$ cat config.mk
export PLATFORM = sky130hd
export DESIGN_NAME = atm_account_arbiter
export DESIGN_NICKNAME = d
export VERILOG_FILES = /design/src/rtl/atm_pkg.sv /design/src/rtl/rr_arbiter.sv /design/src/rtl/atm_account_arbiter.sv
export SDC_FILE = /design/constraint.sdc
export NUM_CORES = 1
export LEC_CHECK = 0
export CORE_UTILIZATION = 31
export CTS_CLUSTER_SIZE = 14
export DETAILED_ROUTE_END_ITERATION = 8
export SYNTH_ARGS = -nofsm -noshare
export SYNTH_HDL_FRONTEND = slang
export SYNTH_HIERARCHICAL = 1
export SYNTH_SLANG_ARGS = --single-unit
$ cat constraint.sdc
create_clock -name clk -period 3.4 [get_ports clk]
set_input_delay 0.34 -clock clk [delete_from_list [all_inputs] [get_ports clk]]
set_output_delay 0.34 -clock clk [all_outputs]
set_load 0.005 [all_outputs]
$ cat src/rtl/atm_pkg.sv
// -----------------------------------------------------------------------------
// atm_pkg
// Shared definitions for the ATM account arbiter:
//   - opcode encodings driven by the terminals (OP_*)
//   - result codes returned with each completion (ST_*)
//   - transaction FSM state encoding (state_t)
// -----------------------------------------------------------------------------
package atm_pkg;

  // Terminal opcodes
  localparam logic [1:0] OP_INQ = 2'b00;
  localparam logic [1:0] OP_DEP = 2'b01;
  localparam logic [1:0] OP_WDR = 2'b10;
  localparam logic [1:0] OP_RSV = 2'b11;

  // Transaction result codes
  localparam logic [1:0] ST_OK    = 2'b00;
  localparam logic [1:0] ST_INSUF = 2'b01;
  localparam logic [1:0] ST_LIMIT = 2'b10;
  localparam logic [1:0] ST_ERR   = 2'b11;  // bad opcode or deposit overflow

  // Transaction FSM: latch -> check -> update -> respond
  typedef enum logic [1:0] {
    S_IDLE   = 2'd0,
    S_CHECK  = 2'd1,
    S_UPDATE = 2'd2,
    S_RESP   = 2'd3
  } state_t;

endpackage

$ cat src/rtl/rr_arbiter.sv
// -----------------------------------------------------------------------------
// rr_arbiter
// Purely combinational round-robin pick: the first asserted request at or
// after i_ptr, wrapping modulo N_REQ.
// Ports:
//   i_req    [N_REQ-1:0]  request vector
//   i_ptr    [ID_W-1:0]   index with highest priority this round
//   o_gnt    [N_REQ-1:0]  one-hot winner (all zero when no request)
//   o_id     [ID_W-1:0]   encoded winner index
//   o_valid               at least one request is asserted
// -----------------------------------------------------------------------------
module rr_arbiter #(
  parameter int N_REQ = 4,
  parameter int ID_W  = 2
) (
  input  logic [N_REQ-1:0] i_req,
  input  logic [ID_W-1:0]  i_ptr,
  output logic [N_REQ-1:0] o_gnt,
  output logic [ID_W-1:0]  o_id,
  output logic             o_valid
);

  logic [ID_W-1:0] w_idx;

  always_comb begin
    // NOTE: every combinational output gets a default before any branch so
    // no path leaves it unassigned, which would infer a latch.
    o_gnt   = '0;
    o_id    = '0;
    o_valid = 1'b0;
    w_idx   = '0;
    // Scan N_REQ slots starting at the pointer; the first hit wins.
    for (int i = 0; i < N_REQ; i++) begin
      w_idx = ID_W'((int'(i_ptr) + i) % N_REQ);
      if (!o_valid && i_req[w_idx]) begin
        o_valid      = 1'b1;
        o_gnt[w_idx] = 1'b1;
        o_id         = w_idx;
      end
    end
  end

endmodule

$ cat src/rtl/atm_account_arbiter.sv
// -----------------------------------------------------------------------------
// atm_account_arbiter
// Shares one account balance between N_REQ ATM terminals. A round-robin
// arbiter picks one requester; the transaction then runs atomically through
// CHECK (insufficient-funds / withdraw-limit / overflow rules), UPDATE
// (balance write on success) and RESP (one-cycle done pulse).
//
// Ports:
//   clk          system clock, rising edge
//   reset        asynchronous active-low reset
//   day_clear    (ATM_DAILY_LIMIT_EN only) synchronous clear of the daily total
//   req          per-terminal request, held until done
//   op           per-terminal opcode, 2 bits each
//   amount       per-terminal amount, BAL_W bits each
//   gnt          one-hot grant, high from CHECK through RESP
//   done         one-cycle completion pulse to the granted terminal
//   status       result code, valid with done, held between transactions
//   balance_out  balance after the transaction, valid with done
//   busy         high whenever the FSM is not IDLE
//
// Build option: define ATM_DAILY_LIMIT_EN to add the per-day cumulative
// withdraw limit (parameter DAILY_LIMIT, input day_clear).
// -----------------------------------------------------------------------------
module atm_account_arbiter
  import atm_pkg::*;
#(
  parameter int             N_REQ        = 4,
  parameter int             BAL_W        = 32,
  parameter logic [BAL_W-1:0] INIT_BALANCE = 32'h000F4240,
  parameter logic [BAL_W-1:0] MAX_WITHDRAW = 32'd20000
`ifdef ATM_DAILY_LIMIT_EN
  ,
  parameter logic [BAL_W-1:0] DAILY_LIMIT  = 32'd50000
`endif
) (
  input  logic                   clk,
  input  logic                   reset,
`ifdef ATM_DAILY_LIMIT_EN
  input  logic                   day_clear,
`endif
  input  logic [N_REQ-1:0]       req,
  input  logic [2*N_REQ-1:0]     op,
  input  logic [BAL_W*N_REQ-1:0] amount,
  output logic [N_REQ-1:0]       gnt,
  output logic [N_REQ-1:0]       done,
  output logic [1:0]             status,
  output logic [BAL_W-1:0]       balance_out,
  output logic                   busy
);

  localparam int ID_W = $clog2(N_REQ);

  state_t           r_state;
  state_t           w_next_state;

  logic [ID_W-1:0]  r_rr_ptr;
  logic [ID_W-1:0]  r_id;
  logic [1:0]       r_op;
  logic [BAL_W-1:0] r_amount;
  logic [1:0]       r_result;
  logic [BAL_W-1:0] r_balance;
  logic [N_REQ-1:0] r_gnt;
  logic [N_REQ-1:0] r_done;
  logic [1:0]       r_status;
  logic [BAL_W-1:0] r_balance_out;

  logic [N_REQ-1:0] w_arb_gnt;
  logic [ID_W-1:0]  w_arb_id;
  logic             w_arb_valid;

  logic [1:0]       w_op_arr  [N_REQ];
  logic [BAL_W-1:0] w_amt_arr [N_REQ];

  logic [BAL_W:0]   w_dep_sum;
  logic [1:0]       w_check_result;
  logic [BAL_W-1:0] w_new_balance;
  logic [ID_W-1:0]  w_ptr_next;

`ifdef ATM_DAILY_LIMIT_EN
  logic [BAL_W-1:0] r_withdrawn;
  logic [BAL_W:0]   w_daily_sum;
  logic             w_wdr_commit;
`endif

  // ---------------------------------------------------------------------------
  // Arbitration
  // ---------------------------------------------------------------------------
  rr_arbiter #(
    .N_REQ (N_REQ),
    .ID_W  (ID_W)
  ) u_rr_arbiter (
    .i_req   (req),
    .i_ptr   (r_rr_ptr),
    .o_gnt   (w_arb_gnt),
    .o_id    (w_arb_id),
    .o_valid (w_arb_valid)
  );

  // Unpack the flat per-terminal buses so the winner can be selected by id.
  always_comb begin
    for (int i = 0; i < N_REQ; i++) begin
      w_op_arr[i]  = op[i*2 +: 2];
      w_amt_arr[i] = amount[i*BAL_W +: BAL_W];
    end
  end

  // ---------------------------------------------------------------------------
  // FSM
  // ---------------------------------------------------------------------------
  always_ff @(posedge clk or negedge reset) begin
    // NOTE: sequential state uses non-blocking assignments so every register
    // samples pre-edge values, independent of process evaluation order.
    if (!reset) r_state <= S_IDLE;
    else        r_state <= w_next_state;
  end

  always_comb begin
    w_next_state = r_state;
    case (r_state)
      S_IDLE:   if (w_arb_valid) w_next_state = S_CHECK;
      S_CHECK:  w_next_state = S_UPDATE;
      S_UPDATE: w_next_state = S_RESP;
      S_RESP:   w_next_state = S_IDLE;
      default:  w_next_state = S_IDLE;
    endcase
  end

  // ---------------------------------------------------------------------------
  // Transaction checks on latched values
  // ---------------------------------------------------------------------------
  // One extra bit catches deposit carry-out past BAL_W.
  assign w_dep_sum = {1'b0, r_balance} + {1'b0, r_amount};

`ifdef ATM_DAILY_LIMIT_EN
  assign w_daily_sum = {1'b0, r_withdrawn} + {1'b0, r_amount};
`endif

  always_comb begin
    w_check_result = ST_OK;
    case (r_op)
      OP_INQ: w_check_result = ST_OK;
      OP_DEP: if (w_dep_sum[BAL_W]) w_check_result = ST_ERR;
      OP_WDR: begin
        // Limit tests take precedence over the funds test.
        if (r_amount > MAX_WITHDRAW)                   w_check_result = ST_LIMIT;
`ifdef ATM_DAILY_LIMIT_EN
        else if (w_daily_sum > {1'b0, DAILY_LIMIT})    w_check_result = ST_LIMIT;
`endif
        else if (r_amount > r_balance)                 w_check_result = ST_INSUF;
        else                                           w_check_result = ST_OK;
      end
      default: w_check_result = ST_ERR;  // OP_RSV
    endcase
  end

  // Balance after UPDATE; errors and inquiries leave it untouched.
  always_comb begin
    w_new_balance = r_balance;
    if (r_result == ST_OK) begin
      case (r_op)
        OP_DEP:  w_new_balance = w_dep_sum[BAL_W-1:0];
        OP_WDR:  w_new_balance = r_balance - r_amount;
        default: w_new_balance = r_balance;
      endcase
    end
  end

  assign w_ptr_next = (r_id == ID_W'(N_REQ - 1)) ? '0 : r_id + 1'b1;

  // ---------------------------------------------------------------------------
  // Datapath registers
  // ---------------------------------------------------------------------------
  always_ff @(posedge clk or negedge reset) begin
    if (!reset) begin
      r_rr_ptr      <= '0;
      r_id          <= '0;
      r_op          <= OP_INQ;
      r_amount      <= '0;
      r_result      <= ST_OK;
      r_balance     <= INIT_BALANCE;
      r_gnt         <= '0;
      r_done        <= '0;
      r_status      <= ST_OK;
      r_balance_out <= '0;
    end else begin
      case (r_state)
        S_IDLE: begin
          // Terminal inputs are sampled only here, on the grant edge.
          if (w_arb_valid) begin
            r_id     <= w_arb_id;
            r_op     <= w_op_arr[w_arb_id];
            r_amount <= w_amt_arr[w_arb_id];
            r_gnt    <= w_arb_gnt;
          end
        end
        S_CHECK: r_result <= w_check_result;
        S_UPDATE: begin
          r_balance     <= w_new_balance;
          r_balance_out <= w_new_balance;
          r_status      <= r_result;
          r_done        <= r_gnt;  // grant is one-hot on the winner
        end
        S_RESP: begin
          r_done   <= '0;
          r_gnt    <= '0;
          r_rr_ptr <= w_ptr_next;  // winner drops to lowest priority
        end
        default: ;
      endcase
    end
  end

`ifdef ATM_DAILY_LIMIT_EN
  assign w_wdr_commit = (r_state == S_UPDATE) && (r_result == ST_OK) && (r_op == OP_WDR);

  // Clear has priority, then the committed amount is added on top.
  always_ff @(posedge clk or negedge reset) begin
    if (!reset)                        r_withdrawn <= '0;
    else if (day_clear && w_wdr_commit) r_withdrawn <= r_amount;
    else if (day_clear)                r_withdrawn <= '0;
    else if (w_wdr_commit)             r_withdrawn <= r_withdrawn + r_amount;
  end
`endif

  // ---------------------------------------------------------------------------
  // Outputs
  // ---------------------------------------------------------------------------
  assign gnt         = r_gnt;
  assign done        = r_done;
  assign status      = r_status;
  assign balance_out = r_balance_out;
  assign busy        = (r_state != S_IDLE);

endmodule

==> metrics.md, run 1 <==
| Metric | Value |
|---|---|
| Outcome | `finished clean` |
| Global Route Usage Sum | `20.89%` |
| CTS clk-pin slew, worst paths | `0.08 ns` |
| Register-to-register setup slack | `0.07 ns` |
| First-pass GRT wire length | `47,850 um` |
| Setup total negative slack | `0 ns` |
| FF+latch count, synth | `91` |
| Met3 usage in global routing | `3.543%` |
| Unrepaired setup endpoints after global routing | `yes` |
| Synthesis-to-layout area growth | `36.09%` |
| CTS tree | `yes` |
| Layout cell share with drive strength beyond 1 | `20.15%` |
| Area of the multi-input gates | `0.005981 mm2` |
| WL/cell | `18.47 um` |
| Worst Hold Slack | `0.4717 ns` |
| Num Clock Sinks | `91` |
| Critical R2R Capture | `r_balance[29]$_DFFE_PN0P_` |
| Ys async rst share | `100.0%` |
| Die area | `0.02951 mm2` |
| Final Hold Viols | `0` |
| NumNets Final | `1,447` |
| Port bufs | `184` |
| Final Max Tran Viols | `0` |
| Hold Path Class | `input pin to asynchronous set/reset pin` |
| CTS buffer count | `9` |
| Gr busiest metal | `met2` |
| GR Util met1 | `28.41%` |
| Max-slew headroom | `43.46%` |
| Core area | `0.02809 mm2` |
| Number of synthesized flops with an enable pin | `0` |
| Syn avg cell area | `8.991 um2` |
| PwrDens | `1230 mW/mm2` |
| Die width | `171.8 um` |
| Post-DRT Antenna Nets | `0` |
| Crit path launch | `r_balance[9]$_DFFE_PN1P_` |
| Dominant synthesized flop cell | `dfrtp_1` |
| Sequential area share after synthesis | `25.58%` |
| Yosys warning total | `6` |
| Final setup skew | `0.01343 ns` |
| LEAKAGE | `0.005152 uW` |
| Grt ovf | `0` |
| Via Count | `8,645` |
| Syn Inst Count | `994` |
| Slew @ Worst Pin | `0.8472 ns` |
| Residual DRC | `0` |
| H-tree Lvls | `3` |
| Rows | `61` |
| Setup crit start kind | `register` |
| Sequential Area | `0.002286 mm2` |
| Placed wire-length estimate | `23,310 um` |
| Clock buffer depth | `2` |
| Netlist cell types | `78` |
| Highest ir drop seen on vdd | `559.6 uV` |
| Root Driver | `clkbuf_16` |
| Gpl congestion | `0.9132` |
| WP data arrival | `3.58 ns` |
| Die H | `171.8 um` |
| I/O pin total | `185` |
| Clock period minus worst slack | `3.334 ns` |
| Post-place instance area | `0.01174 mm2` |
| Post-route cell area | `0.01216 mm2` |
| Final Cycle Share | `98.05%` |
| F_max | `300.0 MHz` |
| Post-Synthesis Net Count | `1,215` |
| Final Setup Violations | `0` |
| DR pass1 iterations | `5` |
| Total length of routed wires | `29,720 um` |
| Initial drt markers | `632` |
| Fill cells | `2,812` |
| Reg2Reg Depth | `11` |
| Max FO, Critical Path | `8` |
| CP Capture Point | `r_balance[29]$_DFFE_PN0P_` |
| Critical path data required time | `3.64 ns` |
| Via/cell ratio | `5.373` |
| CP Capture Type | `register` |
| Synthesized area | `0.008937 mm2` |
| Clk_lat worst skew | `0.36 ns` |
| Starting Density | `31.82%` |
| Grt met2 use | `34.18%` |
| Crit Path Class | `register to register` |
| Max-cap check violation count | `0` |
| Vias in the first global route | `8,732` |
| Ant. Diodes | `0` |
| Reg2Reg Launch Point | `r_balance[9]$_DFFE_PN1P_` |
| Antenna violations before repair | `0` |
| Largest net degree at the start of global routing | `37` |
-- logic make-up (layout without fill, tap and decap cells) --
logic type / count (synthesis) / in the layout / share of synthesized area [%]
AOI/OAI and AO/OA: 312 / 312 / 23.80
xor gates and xnor gates: 31 / 31 / 3.038
adders and majority gates: 79 / 79 / 11.23
buffers and inverters: 161 / 398 / 8.246
DFF: 91 / 91 / 25.58
muxes: 86 / 86 / 15.62
and+or+nand+nor: 234 / 234 / 12.49
-- cell type report --
cell class | count | share of cell area (%)
clock buffers | 10 | 1.965
flip-flops and latches | 91 | 18.79
clock inverters | 6 | 0.9773
multi-input cells | 742 | 49.17
well taps | 378 | 3.888
repair buffers | 302 | 22.73
inverters | 80 | 2.469
-- metrics by stage --
stage | std cells | worst slack, ns | power (uW) | utilization, %
6_report | 1609 | 0.06632 | 14960 | 43.30
5_1_grt | 1609 | -0.04761 | 16220 | 43.30
4_1_cts | 1608 | 0.06177 | 14830 | 43.13
3_5_place_dp | 1591 | -0.2141 | 13480 | 41.79
3_3_place_gp | 1591 | -0.04915 | 13380 | 41.79
2_1_floorplan | 994 | 0.01350 | 9641 | -
-- cells in the mapped netlist, drive strengths merged, types with 12 or more instances --
library cell | n | share of area (%)
nor2 | 89 | 3.7
dfrtp | 84 | 24
a21oi | 79 | 4.5
inv | 78 | 3.3
ha | 77 | 11
o21ai | 63 | 3.5
nand2 | 53 | 2.2
buf | 42 | 3.2
mux2 | 42 | 5.3
clkbuf | 39 | 1.7
mux4 | 38 | 9.7
xnor2 | 22 | 2.2
a221oi | 17 | 1.7
o31ai | 16 | 1.3
nor2b | 15 | 1.0
nor3 | 15 | 0.84
nor4 | 14 | 0.98
a211oi | 13 | 1.1
a21o | 12 | 1.0
-- flip-flops by register name (all words and copies together), names as in the netlist --
name and count:
gnt 4, status 2, r_rr_ptr 2, done 4, r_balance 32, r_id 2
r_result 2, balance_out 7, r_amount 32, r_op 2, r_state 2
-- how the worst min path moves through the flow --
stage,endpoint,cells past startpoint,slack [ns],startpoint
after floorplan,balance_out[14]$_DFFE_PN0P_,0,0.04,reset
after global placement,r_amount[1]$_DFFE_PN0P_,1,0.31,reset
after detailed placement,r_amount[1]$_DFFE_PN0P_,1,0.31,reset
after CTS,r_amount[1]$_DFFE_PN0P_,2,0.48,reset
after global routing,r_balance[18]$_DFFE_PN1P_,2,0.50,r_balance[18]$_DFFE_PN1P_
final,r_amount[1]$_DFFE_PN0P_,2,0.47,reset
-- power breakdown --
| part | total, uW | leakage [uW] | switching, uW | internal, uW |
|---|---|---|---|---|
| combinational | 11500 | 0.00388 | 6090 | 5440 |
| sequential | 2180 | 0.00110 | 525 | 1650 |
| clock | 1250 | 0.000175 | 496 | 750 |
-- metal layers --
layer | up-vias | wire [um] | share of wire [%]
met5 | - | 0 | 0
met4 | 0 | 459 | 1.5
met3 | 25 | 1832 | 6.2
met2 | 300 | 14020 | 47
met1 | 4212 | 13400 | 45
li1 | 4108 | - | -
-- worst max-delay path, stage by stage (launching register included) --
cell and delay [ns]:
dfstp_2 0.53, ha_1 0.23, buf_4 0.17, or3_4 0.36, or3_1 0.33, a211oi_2 0.29
o41ai_4 0.17, o32ai_4 0.39, a41oi_1 0.20, xnor2_1 0.18, a221oi_1 0.28, a21oi_1 0.10
-- placed cells by master (no fill, tap or decap), types with 42 or more instances in the layout --
cell type	count
a21oi_1	77
buf_4	115
clkdlybuf4s50_1	183
dfrtp_1	84
ha_1	77
inv_1	78
mux2_2	42
nand2_1	53
nor2_1	89
o21ai_0	61
-- what timing repair did --
action / CTS / global route
gates resized for setup: 1 / 10
endpoints found under the hold margin: 25 / 0
gates cloned: 0 / 0
pin swaps: 0 / 2
hold buffers: 1 / 0
setup endpoints to repair: 2 / 11
buffers inserted: 0 / 1
No activity file was read; power rests on OpenSTA's default activity.
==> run 2, diff against run 1 <==
clock period = 4.2 ns   (was 3.4 ns; I/O delays follow)
==> run 2 against run 1 <==
  * Critical path depth fell by 3
  * Global-route usage down 1.5 points
  * First-iteration DRC count shrank 17%
  * Largest power group unchanged
==> metrics.md, run 2 (synthesis gave the netlist of run 1 again) <==
| Metric | Value |
|---|---|
| Largest net degree at the start of global routing | `57` |
| Ant. Diodes | `0` |
| H-tree Lvls | `3` |
| NumNets Final | `1,349` |
| Register-to-register setup slack | `0.58 ns` |
| Setup crit start kind | `register` |
| Global Route Usage Sum | `19.38%` |
| Post-place instance area | `0.01098 mm2` |
| Hold-fix buffers, CTS | `0` |
| Setup total negative slack | `0 ns` |
| Crit Path Class | `register to register` |
| Placed wire-length estimate | `21,670 um` |
| PwrDens | `963.4 mW/mm2` |
| F_max | `276.2 MHz` |
| I/O pin total | `185` |
| CP Buf/Inv Count | `2` |
| CTS buffer count | `9` |
| Die H | `171.8 um` |
| Max-cap check violation count | `0` |
| Clk_lat worst skew | `0.36 ns` |
| Max-slew headroom | `38.54%` |
| Highest ir drop seen on vdd | `322.4 uV` |
| Unrepaired setup endpoints after global routing | `no` |
| CTS clk-pin slew, worst paths | `0.07 ns` |
| WL/cell | `18.49 um` |
| Starting Density | `31.82%` |
| Clock period minus worst slack | `3.620 ns` |
| Port bufs | `184` |
| Die width | `171.8 um` |
| Final Max Tran Viols | `0` |
| Layout cell share with drive strength beyond 1 | `12.89%` |
| Critical Path Max Stage Delay | `0.53 ns` |
| Total length of routed wires | `27,940 um` |
| CTS-repair resized insts | `0` |
| Slew @ Worst Pin | `0.9208 ns` |
| Gpl congestion | `0.9521` |
| WP data arrival | `3.86 ns` |
| Residual DRC | `0` |
| Via/cell ratio | `5.509` |
| Rows | `61` |
| Grt ovf | `0` |
| Fill cells | `2,870` |
| Buffer count from post-CTS setup fixing | `0` |
| Antenna violations before repair | `0` |
| First-pass GRT wire length | `44,440 um` |
| Via Count | `8,324` |
| Worst-path cell chain | `inv_1 > ha_1 > mux4_2 > o311ai_0 > a32o_2 > buf_4 > mux4_2 > mux2_2` |
| Die area | `0.02951 mm2` |
| Core area | `0.02809 mm2` |
| Sequential Area | `0.002286 mm2` |
| Area of the multi-input gates | `0.005934 mm2` |
| Initial drt markers | `525` |
| CTS tree | `yes` |
| Critical path data required time | `4.44 ns` |
| LEAKAGE | `0.004610 uW` |
| Final Cycle Share | `86.19%` |
| Final setup skew | `0.008525 ns` |
| Root Driver | `clkbuf_16` |
| Num Clock Sinks | `91` |
| Worst path depth | `8` |
| Synthesis-to-layout area growth | `25.97%` |
| Clock buffer depth | `2` |
| Final Hold Viols | `0` |
| Max FO, Critical Path | `20` |
| Largest delay share family, worst path | `multiplexers` |
| Final core occ | `40.08%` |
| Outcome | `finished clean` |
| Worst Hold Slack | `0.1390 ns` |
| Commonest non-fill, non-tap cell in the layout | `clkdlybuf4s50_1` |
| Post-DRT Antenna Nets | `0` |
| DR pass1 iterations | `5` |
| Reg2Reg Depth | `8` |
| Post-route cell area | `0.01126 mm2` |
| Vias in the first global route | `8,225` |
| Final Setup Violations | `0` |
| CP Capture Type | `register` |
| Most frequent cells in the layout | `183 x clkdlybuf4s50_1, 89 x nor2_1, 84 x dfrtp_1` |
| Hold Path Class | `input pin to asynchronous set/reset pin` |
| Crit path top cell by count | `mux4_2` |
| Slowest-stage cell, CP | `a32o_2` |
## run 2: cell type report
type	count	area share (%)
tap	378	4.201
inverter	80	2.667
clock inverter	7	0.4445
multi-input combinational	742	52.71
timing repair buffer	204	17.67
sequential	91	20.30
clock buffer	9	2.000
## run 2: power breakdown
group	internal (uW)	total, uW	switching [uW]
logic	3640	8210	4570
registers	1340	1840	501
clock network	406	798	392
## run 2: worst register-to-register path: cells and delay by family, from the launching register on
family,cells,cell delay (ns)
multiplexers,3,1.15
AO/OA/AOI/OAI,2,0.93
buffers and inverters,2,0.54
adder cells (fa/ha/maj),1,0.37
flip-flops,1,0.52
## run 2: layer usage
metal | vias to the layer above | track usage (%) | part of all wire (%)
met5 | - | 0 | 0
met4 | 0 | 5.233 | 1.7
met3 | 30 | 3.290 | 6.8
met2 | 303 | 31.54 | 47
met1 | 4071 | 26.37 | 45
li1 | 3920 | - | -
## run 2: path summary, 6_finish.rpt
path                                      startpoint                         to
max in group asynchronous                      reset  r_balance[17]$_DFFE_PN1P_
hold reg to reg            r_balance[18]$_DFFE_PN1P_  r_balance[18]$_DFFE_PN1P_
hold / removal                                 reset  r_balance[25]$_DFFE_PN0P_
setup / recovery             r_rr_ptr[1]$_DFFE_PN0P_   r_amount[16]$_DFFE_PN0P_
min in group clk           r_balance[18]$_DFFE_PN1P_  r_balance[18]$_DFFE_PN1P_
setup reg to reg             r_rr_ptr[1]$_DFFE_PN0P_   r_amount[16]$_DFFE_PN0P_
## run 2: stage by stage
step	instances	total power (uW)	setup WS, ns
after CTS	1511	10830	0.5597
final	1511	10850	0.5800
after global placement	1495	9959	0.5537
after floorplan	994	7797	0.5599
after global routing	1511	11790	0.3614
after detailed placement	1495	9990	0.5186
==> run 3, diff against run 2 <==
GPL_ROUTABILITY_DRIVEN = 1   (was unset)
==> results of run 3 <==
The final DEF is identical to that of run 2; final timing and power are the same.
